$ cat config.mk
export PLATFORM = sky130hd
export DESIGN_NAME = sram_port_arbiter
export DESIGN_NICKNAME = d
export VERILOG_FILES = /design/src/rtl/sram_port_arbiter.sv
export SDC_FILE = /design/constraint.sdc
export NUM_CORES = 1
export LEC_CHECK = 0
export BUFFER_PORTS_ARGS = -buffer_cell sky130_fd_sc_hd__buf_2
export CAP_MARGIN = 25
export CORE_AREA = 2 2 95 97
export DETAILED_ROUTE_END_ITERATION = 6
export DIE_AREA = 0 0 97 99
export GPL_TIMING_DRIVEN = 0
export HOLD_SLACK_MARGIN = 0.05
export PLACE_DENSITY_LB_ADDON = 0.15
export RECOVER_POWER = 25
export SYNTH_ARGS = -nofsm -noshare
export SYNTH_HDL_FRONTEND = slang
export SYNTH_SLANG_ARGS = --single-unit
export TNS_END_PERCENT = 50
$ cat constraint.sdc
create_clock -name clk_sys_i -period 1.6 [get_ports clk_sys_i]
set_input_delay 0.08 -clock clk_sys_i [delete_from_list [all_inputs] [get_ports clk_sys_i]]
set_output_delay 0.08 -clock clk_sys_i [all_outputs]
set_load 0.03 [all_outputs]
$ cat src/rtl/sram_port_arbiter.sv
// sram_port_arbiter
//   Two-host arbiter for the shared single-port SoC SRAM. Muxes the core's
//   instruction-fetch and load/store ports onto one memory port. Data wins
//   by default; a fetch that has lost MaxWait consecutive cycles takes
//   priority. Responses return in order and are routed back to their host
//   through a 2-entry owner FIFO.
//
//   Optional feature (macro SRAM_ARB_RANGE_CHECK_EN): requests outside
//   [MemBase, MemBase+MemSize) are not forwarded to the SRAM; they are
//   granted locally and answered in order with err_o = 1, rdata_o = 0.
//
// Ports
//   clk_sys_i, rst_sys_i         clock, synchronous active-high reset
//   instr_req_i/addr_i           fetch request (read only)
//   instr_gnt_o/rvalid_o         fetch grant (combinational) / response
//   data_req_i/we_i/be_i/
//   data_addr_i/wdata_i          load/store request
//   data_gnt_o/rvalid_o          load/store grant (combinational) / response
//   rdata_o, err_o               shared response data/error, qualified by
//                                the per-host rvalid
//   mem_req_o/we_o/be_o/
//   mem_addr_o/wdata_o           SRAM request; data fields are 0 when idle
//   mem_gnt_i, mem_rvalid_i,
//   mem_rdata_i                  SRAM handshake and in-order read response
module sram_port_arbiter #(
   parameter logic [31:0] MemBase = 32'h0000_0000,
   parameter logic [31:0] MemSize = 32'h0001_0000,
   parameter int unsigned MaxWait = 4
) (
   input  logic        clk_sys_i,
   input  logic        rst_sys_i,
   input  logic        instr_req_i,
   input  logic [31:0] instr_addr_i,
   output logic        instr_gnt_o,
   output logic        instr_rvalid_o,
   input  logic        data_req_i,
   input  logic        data_we_i,
   input  logic [3:0]  data_be_i,
   input  logic [31:0] data_addr_i,
   input  logic [31:0] data_wdata_i,
   output logic        data_gnt_o,
   output logic        data_rvalid_o,
   output logic [31:0] rdata_o,
   output logic        err_o,
   output logic        mem_req_o,
   output logic        mem_we_o,
   output logic [3:0]  mem_be_o,
   output logic [31:0] mem_addr_o,
   output logic [31:0] mem_wdata_o,
   input  logic        mem_gnt_i,
   input  logic        mem_rvalid_i,
   input  logic [31:0] mem_rdata_i
);

   localparam int unsigned StarveW = $clog2(MaxWait + 1);

   typedef enum logic {
      OwnInstr = 1'b0,
      OwnData  = 1'b1
   } owner_e;

   // Elaboration-time sanity checks on the configuration.
   if (MaxWait < 1 || MaxWait > 15) begin : g_bad_maxwait
      $error("MaxWait must be in 1..15");
   end
   if (MemSize == 32'd0 || (MemSize & (MemSize - 32'd1)) != 32'd0) begin : g_bad_size
      $error("MemSize must be a non-zero power of two");
   end
   if (({1'b0, MemBase} + {1'b0, MemSize}) > 33'h1_0000_0000) begin : g_bad_window
      $error("SRAM window wraps past the top of the address space");
   end

   logic [1:0]         count_q, count_d;
   owner_e             fifo_own_q [2];
   owner_e             fifo_own_d [2];
   logic [1:0]         fifo_err_q, fifo_err_d;
   logic [StarveW-1:0] starve_q, starve_d;

   logic        starve_hit;
   logic        sel_data, sel_instr, sel_any, sel_err;
   logic [31:0] sel_addr;
   logic        fifo_full, accept, head_valid, rsp_fire;

   // Host selection and range classification
   always_comb begin
      starve_hit = (starve_q == StarveW'(MaxWait));
      sel_data   = data_req_i && !(instr_req_i && starve_hit);
      sel_instr  = instr_req_i && !sel_data;
      sel_any    = sel_data || sel_instr;
      sel_addr   = sel_data ? data_addr_i : instr_addr_i;
   end

`ifdef SRAM_ARB_RANGE_CHECK_EN
   logic [31:0] addr_off;
   // Offset compare avoids overflow of MemBase + MemSize at the top of memory.
   always_comb begin
      addr_off = sel_addr - MemBase;
      sel_err  = sel_any && (addr_off >= MemSize);
   end
`else
   always_comb sel_err = 1'b0;
`endif

   // Request path
   always_comb begin
      fifo_full   = count_q[1];
      // Out-of-range requests are accepted locally and never reach the SRAM.
      accept      = sel_any && !fifo_full && !rst_sys_i && (sel_err || mem_gnt_i);
      mem_req_o   = sel_any && !fifo_full && !rst_sys_i && !sel_err;
      instr_gnt_o = accept && sel_instr;
      data_gnt_o  = accept && sel_data;

      mem_we_o    = 1'b0;
      mem_be_o    = '0;
      mem_addr_o  = '0;
      mem_wdata_o = '0;
      if (mem_req_o) begin
         mem_addr_o = sel_addr;
         if (sel_data) begin
            mem_we_o    = data_we_i;
            mem_be_o    = data_be_i;
            mem_wdata_o = data_wdata_i;
         end else begin
            mem_be_o = '1;
         end
      end
   end

   // Response path: an err entry completes on its own, otherwise the head
   // waits for the SRAM's in-order rvalid.
   always_comb begin
      head_valid     = (count_q != 2'd0) && !rst_sys_i;
      rsp_fire       = head_valid && (fifo_err_q[0] || mem_rvalid_i);
      instr_rvalid_o = rsp_fire && (fifo_own_q[0] == OwnInstr);
      data_rvalid_o  = rsp_fire && (fifo_own_q[0] == OwnData);
      err_o          = rsp_fire && fifo_err_q[0];
      rdata_o        = (rsp_fire && !fifo_err_q[0]) ? mem_rdata_i : '0;
   end

   // Owner FIFO (head at index 0) and starvation counter next state.
   // Pop shifts first so a same-cycle push lands at the post-pop tail.
   always_comb begin
      count_d    = count_q;
      fifo_own_d = fifo_own_q;
      fifo_err_d = fifo_err_q;
      if (rsp_fire) begin
         fifo_own_d[0] = fifo_own_q[1];
         fifo_err_d[0] = fifo_err_q[1];
         count_d       = count_q - 2'd1;
      end
      if (accept) begin
         fifo_own_d[count_d[0]] = sel_data ? OwnData : OwnInstr;
         fifo_err_d[count_d[0]] = sel_err;
         count_d                = count_d + 2'd1;
      end

      starve_d = '0;
      if (instr_req_i && !instr_gnt_o) begin
         starve_d = starve_hit ? starve_q : starve_q + 1'b1;
      end
   end

   always_ff @(posedge clk_sys_i) begin
      if (rst_sys_i) begin
         count_q       <= '0;
         starve_q      <= '0;
         fifo_own_q[0] <= OwnInstr;
         fifo_own_q[1] <= OwnInstr;
         fifo_err_q    <= '0;
      end else begin
         count_q    <= count_d;
         starve_q   <= starve_d;
         fifo_own_q <= fifo_own_d;
         fifo_err_q <= fifo_err_d;
      end
   end

endmodule

==> flow_metrics.py <==
metrics = {
    "sta": {
        "max_clock_freq_mhz": 564,
        "hold_ws_ns": 0.0825,
        "final_period_minus_worst_setup_slack_ns": 1.77,
        "post_route_skew_ns": 0.000851,
        "rsz0062_at_grt": "true",
        "final_sum_of_negative_setup_slack_ns": -8.34,
        "timing.slew.headroom_pct": 60.7,
        "timing_hold_violations_final": 0,
        "transition_at_the_pin_with_the_smallest_max_transition_slack_ns": 0.589,
        "number_of_slew_limit_violations_in_the_final_report": 0,
        "final.period_utilization_pct": 111,
        "setup_viol": 95,
        "setup_slack_after_layout_ns": -0.174,
    },
    "setup_path": {
        "master_of_the_slowest_instance_on_the_critical_path": "dfxtp_2",
        "crit_arrival_ns": 1.69,
        "ff2ff_path_depth": 5,
        "worst_ep_required_time_ns": 1.52,
        "maximum_fanout_encountered_on_the_critical_timing_path": 5,
        "timing_worst_setup_path_type": "reg -> out",
        "crit_path_max_incr_delay_ns": 0.33,
        "critical_path.endpoint_type": "primary output",
        "r2r_setup_slack_ns": 0.01,
        "crit_path_cell_trace": "inv_2, ha_4, nand3_4, and2_4, buf_8, buf_12, buf_16, nand2_4, a21oi_2, buf_6",
        "worstReg2RegEnd": "count_q[0]$_SDFF_PP0_",
        "worstReg2RegStart": "fifo_err_q[0]$_SDFF_PP0_",
        "setup.worst_path.start_class": "flip-flop",
    },
    "logic_synthesis": {
        "synth_seq_cells": 9,
        "synth.avg_cell_area_um2": 6.20,
        "count_of_different_cell_masters_after_synthesis": 33,
        "synth_simple_gate_area_share_pct": 55.6,
        "synth_warnings": 0,
        "syn_inst": 256,
        "dominantRegCellSynth": "dfxtp_1",
        "synth_compound_gate_area_share_pct": 16.5,
        "synthArstFlopShare_pct": 0,
        "post_synthesis_net_count": 399,
        "seq_area_frac_synth_pct": 11.3,
        "synthesis.area_um2": 1590,
        "yosys.area_share.xor_xnor_pct": 0.552,
        "post_synth_fa_ha_maj_area_fraction_pct": 3.15,
        "synth.area.mux_share_pct": 2.60,
        "synth-edff-count": 0,
        "synth_top_family_by_area": "simple AND/OR/NAND/NOR gates",
    },
    "drt": {
        "dr.first_iter.drc_count": 51,
        "via_count_normalized_by_instance_count": 4.24,
        "detail_route.wirelength_mm": 8.15,
        "detail-route-antenna-nets": 0,
        "remaining_drc_errors": 0,
        "detail_route.first_pass.iterations": 4,
        "routed_wire_length_per_instance_um": 12.9,
        "vias": 2673,
    },
    "layout": {
        "layout.cells.most_common": "buf_2",
        "layout.cells.most_common_list": "176 x buf_2, 69 x buf_6, 63 x nand2_1, 34 x and2_1, 33 x and2_4",
        "drive_gt1_share_pct": 72.0,
        "nNetsFinal": 666,
        "syn_to_final_growth_pct": 147,
        "final_core_utilization_pct": 45.8,
    },
    "power": {
        "p_clk_share_pct": 11.9,
        "power.switching_w": 0.00105,
        "power.sequential.fraction_pct": 12.1,
        "power_w": 0.00225,
        "p_leak_nw": 2.11,
        "power.share.switching_pct": 46.5,
        "power.ir.vdd_worst_mv": 0.276,
        "ratio_of_total_power_to_cell_area_nw_per_um2": 575,
        "cellInternalPower_w": 0.00120,
        "power.combinational.fraction_pct": 76.0,
    },
    "worst_hold_path": {
        "worst_hold_path.endpoint": "count_q[0]$_SDFF_PP0_",
        "worstHoldPathCells": 2,
        "hold_sp": "rst_sys_i",
        "worstHoldPathType": "in -> reg",
    },
    "status": {
        "violations_in_the_final_reports": "negative setup slack",
        "status": "complete, but fails checks",
    },
    "die": {
        "fp.dieW_um": 97,
        "dieHeight_um": 99,
        "num_rows": 34,
        "io_pins": 246,
        "fp.dieArea_um2": 9600,
        "initial_utilization_pct": 18.6,
        "core_region_area_um2": 8550,
    },
    "clock_network": {
        "max_root_sink_buffers": 2,
        "clk_root_buffer_cell": "clkbuf_8",
        "cts_buf_count": 3,
        "worst_skew_late_latency_ns": 0.23,
        "cts.sinks": 9,
        "cts_tree": "built",
        "cts_max_level": 1,
        "cts.reportedPaths.clkPinSlew_ns": 0.05,
    },
    "global_routing": {
        "globalRouteOverflowTotal": 0,
        "first_global_vias": 2762,
        "antenna_found_initial": 1,
        "largest_net_degree_at_the_start_of_global_routing": 11,
        "grt_pass1_wl_mm": 12.5,
        "globalRouteTotalUtil_pct": 15.4,
    },
    "place": {
        "place_hpwl_mm": 6.20,
        "place.gp.congestion": 0.784,
        "port_buffers": 244,
    },
    "job": {
        "maxCapViolations": 0,
    },
}
cells in the mapped netlist, types with 2 or more instances:
master,count,share of area (%)
a21oi_2,2,1.1
clkbuf_1,5,1.2
a21oi_1,35,11
inv_1,8,1.9
nor2_1,16,3.8
buf_6,8,5.7
mux2i_1,3,1.9
dfxtp_1,9,11
and2_1,67,26
nor2_4,2,1.4
and3_1,2,0.79
clkbuf_2,3,0.95
buf_2,2,0.63
nand2_1,71,17
or2_4,2,1.1
ha_1,4,3.2
how the worst max path moves through the flow:
stage | startpoint | endpoint | slack (ns) | cells after the start
3_5_place_dp | count_q[1]$_SDFF_PP0_ | rdata_o[9] | -0.33 | 6
2_1_floorplan | count_q[1]$_SDFF_PP0_ | count_q[0]$_SDFF_PP0_ | 0.007 | 7
6_report | starve_q[0]$_SDFFE_PP0P_ | mem_addr_o[20] | -0.17 | 10
4_1_cts | starve_q[1]$_SDFFE_PP0P_ | mem_addr_o[21] | -0.15 | 10
3_3_place_gp | count_q[0]$_SDFF_PP0_ | rdata_o[9] | -0.30 | 6
5_1_grt | starve_q[1]$_SDFFE_PP0P_ | mem_addr_o[20] | -0.24 | 10
power by group through the flow:
| stage | clock, W | sequential (W) | combinational [W] |
|---|---|---|---|
| 2_1_floorplan | 0 | 0.000268 | 0.000930 |
| 3_3_place_gp | 0 | 0.000273 | 0.00136 |
| 3_5_place_dp | 0 | 0.000273 | 0.00136 |
| 4_1_cts | 0.000273 | 0.000273 | 0.00170 |
| 5_1_grt | 0.000282 | 0.000275 | 0.00182 |
| 6_report | 0.000267 | 0.000273 | 0.00171 |
through the flow:
stage	setup slack (ns)	area, um2	instances
after floorplan	0.00697	1710	256
after global placement	-0.297	3070	608
after detailed placement	-0.332	3070	608
after CTS	-0.154	3860	631
after global routing	-0.243	3920	631
final	-0.174	3920	631
critical path, delay by kind of cell, from the launching register on:
kind / cells / cell delay, ns
AND/OR/NAND/NOR: 3 / 0.28
flip-flops: 1 / 0.33
adder cells (fa/ha/maj): 1 / 0.16
buffers and inverters: 5 / 0.54
AO/OA/AOI/OAI: 1 / 0.15
metal layers:
layer  vias up  GRT usage [%]  part of all wire, %
met2       138           31.9                   56
met4         0           3.03                 0.80
li1       1351              -                    -
met1      1178           15.4                   36
met3         6           3.69                  7.6
met5         -              0                    0
final cells by class:
class                   instances  area, um2
flip-flops and latches          9        185
repair buffers                263       1820
diodes                          1       2.50
well taps                     108        135
multi-input cells             221       1520
fillers                       873       4640
clock buffers                   4       45.0
inverters                       8       30.0
plain buffers                  17        176
cells by family (layout without fill, tap and decap cells):
family	count (synthesis)	count (layout)
flops	9	9
xor+xnor	1	1
compound gates	43	43
fa+ha+maj	4	4
buf+inv	26	292
mux	4	4
other cells	0	1
simple gates	169	169
repair_timing:
item / CTS / global route
hold buffers: 0 / 0
buffers inserted: 13 / 0
gates cloned: 6 / 0
pin swaps: 40 / 11
endpoints found under the setup margin: 106 / 103
gates resized for setup: 198 / 20
(Power assumes the default switching activity.)
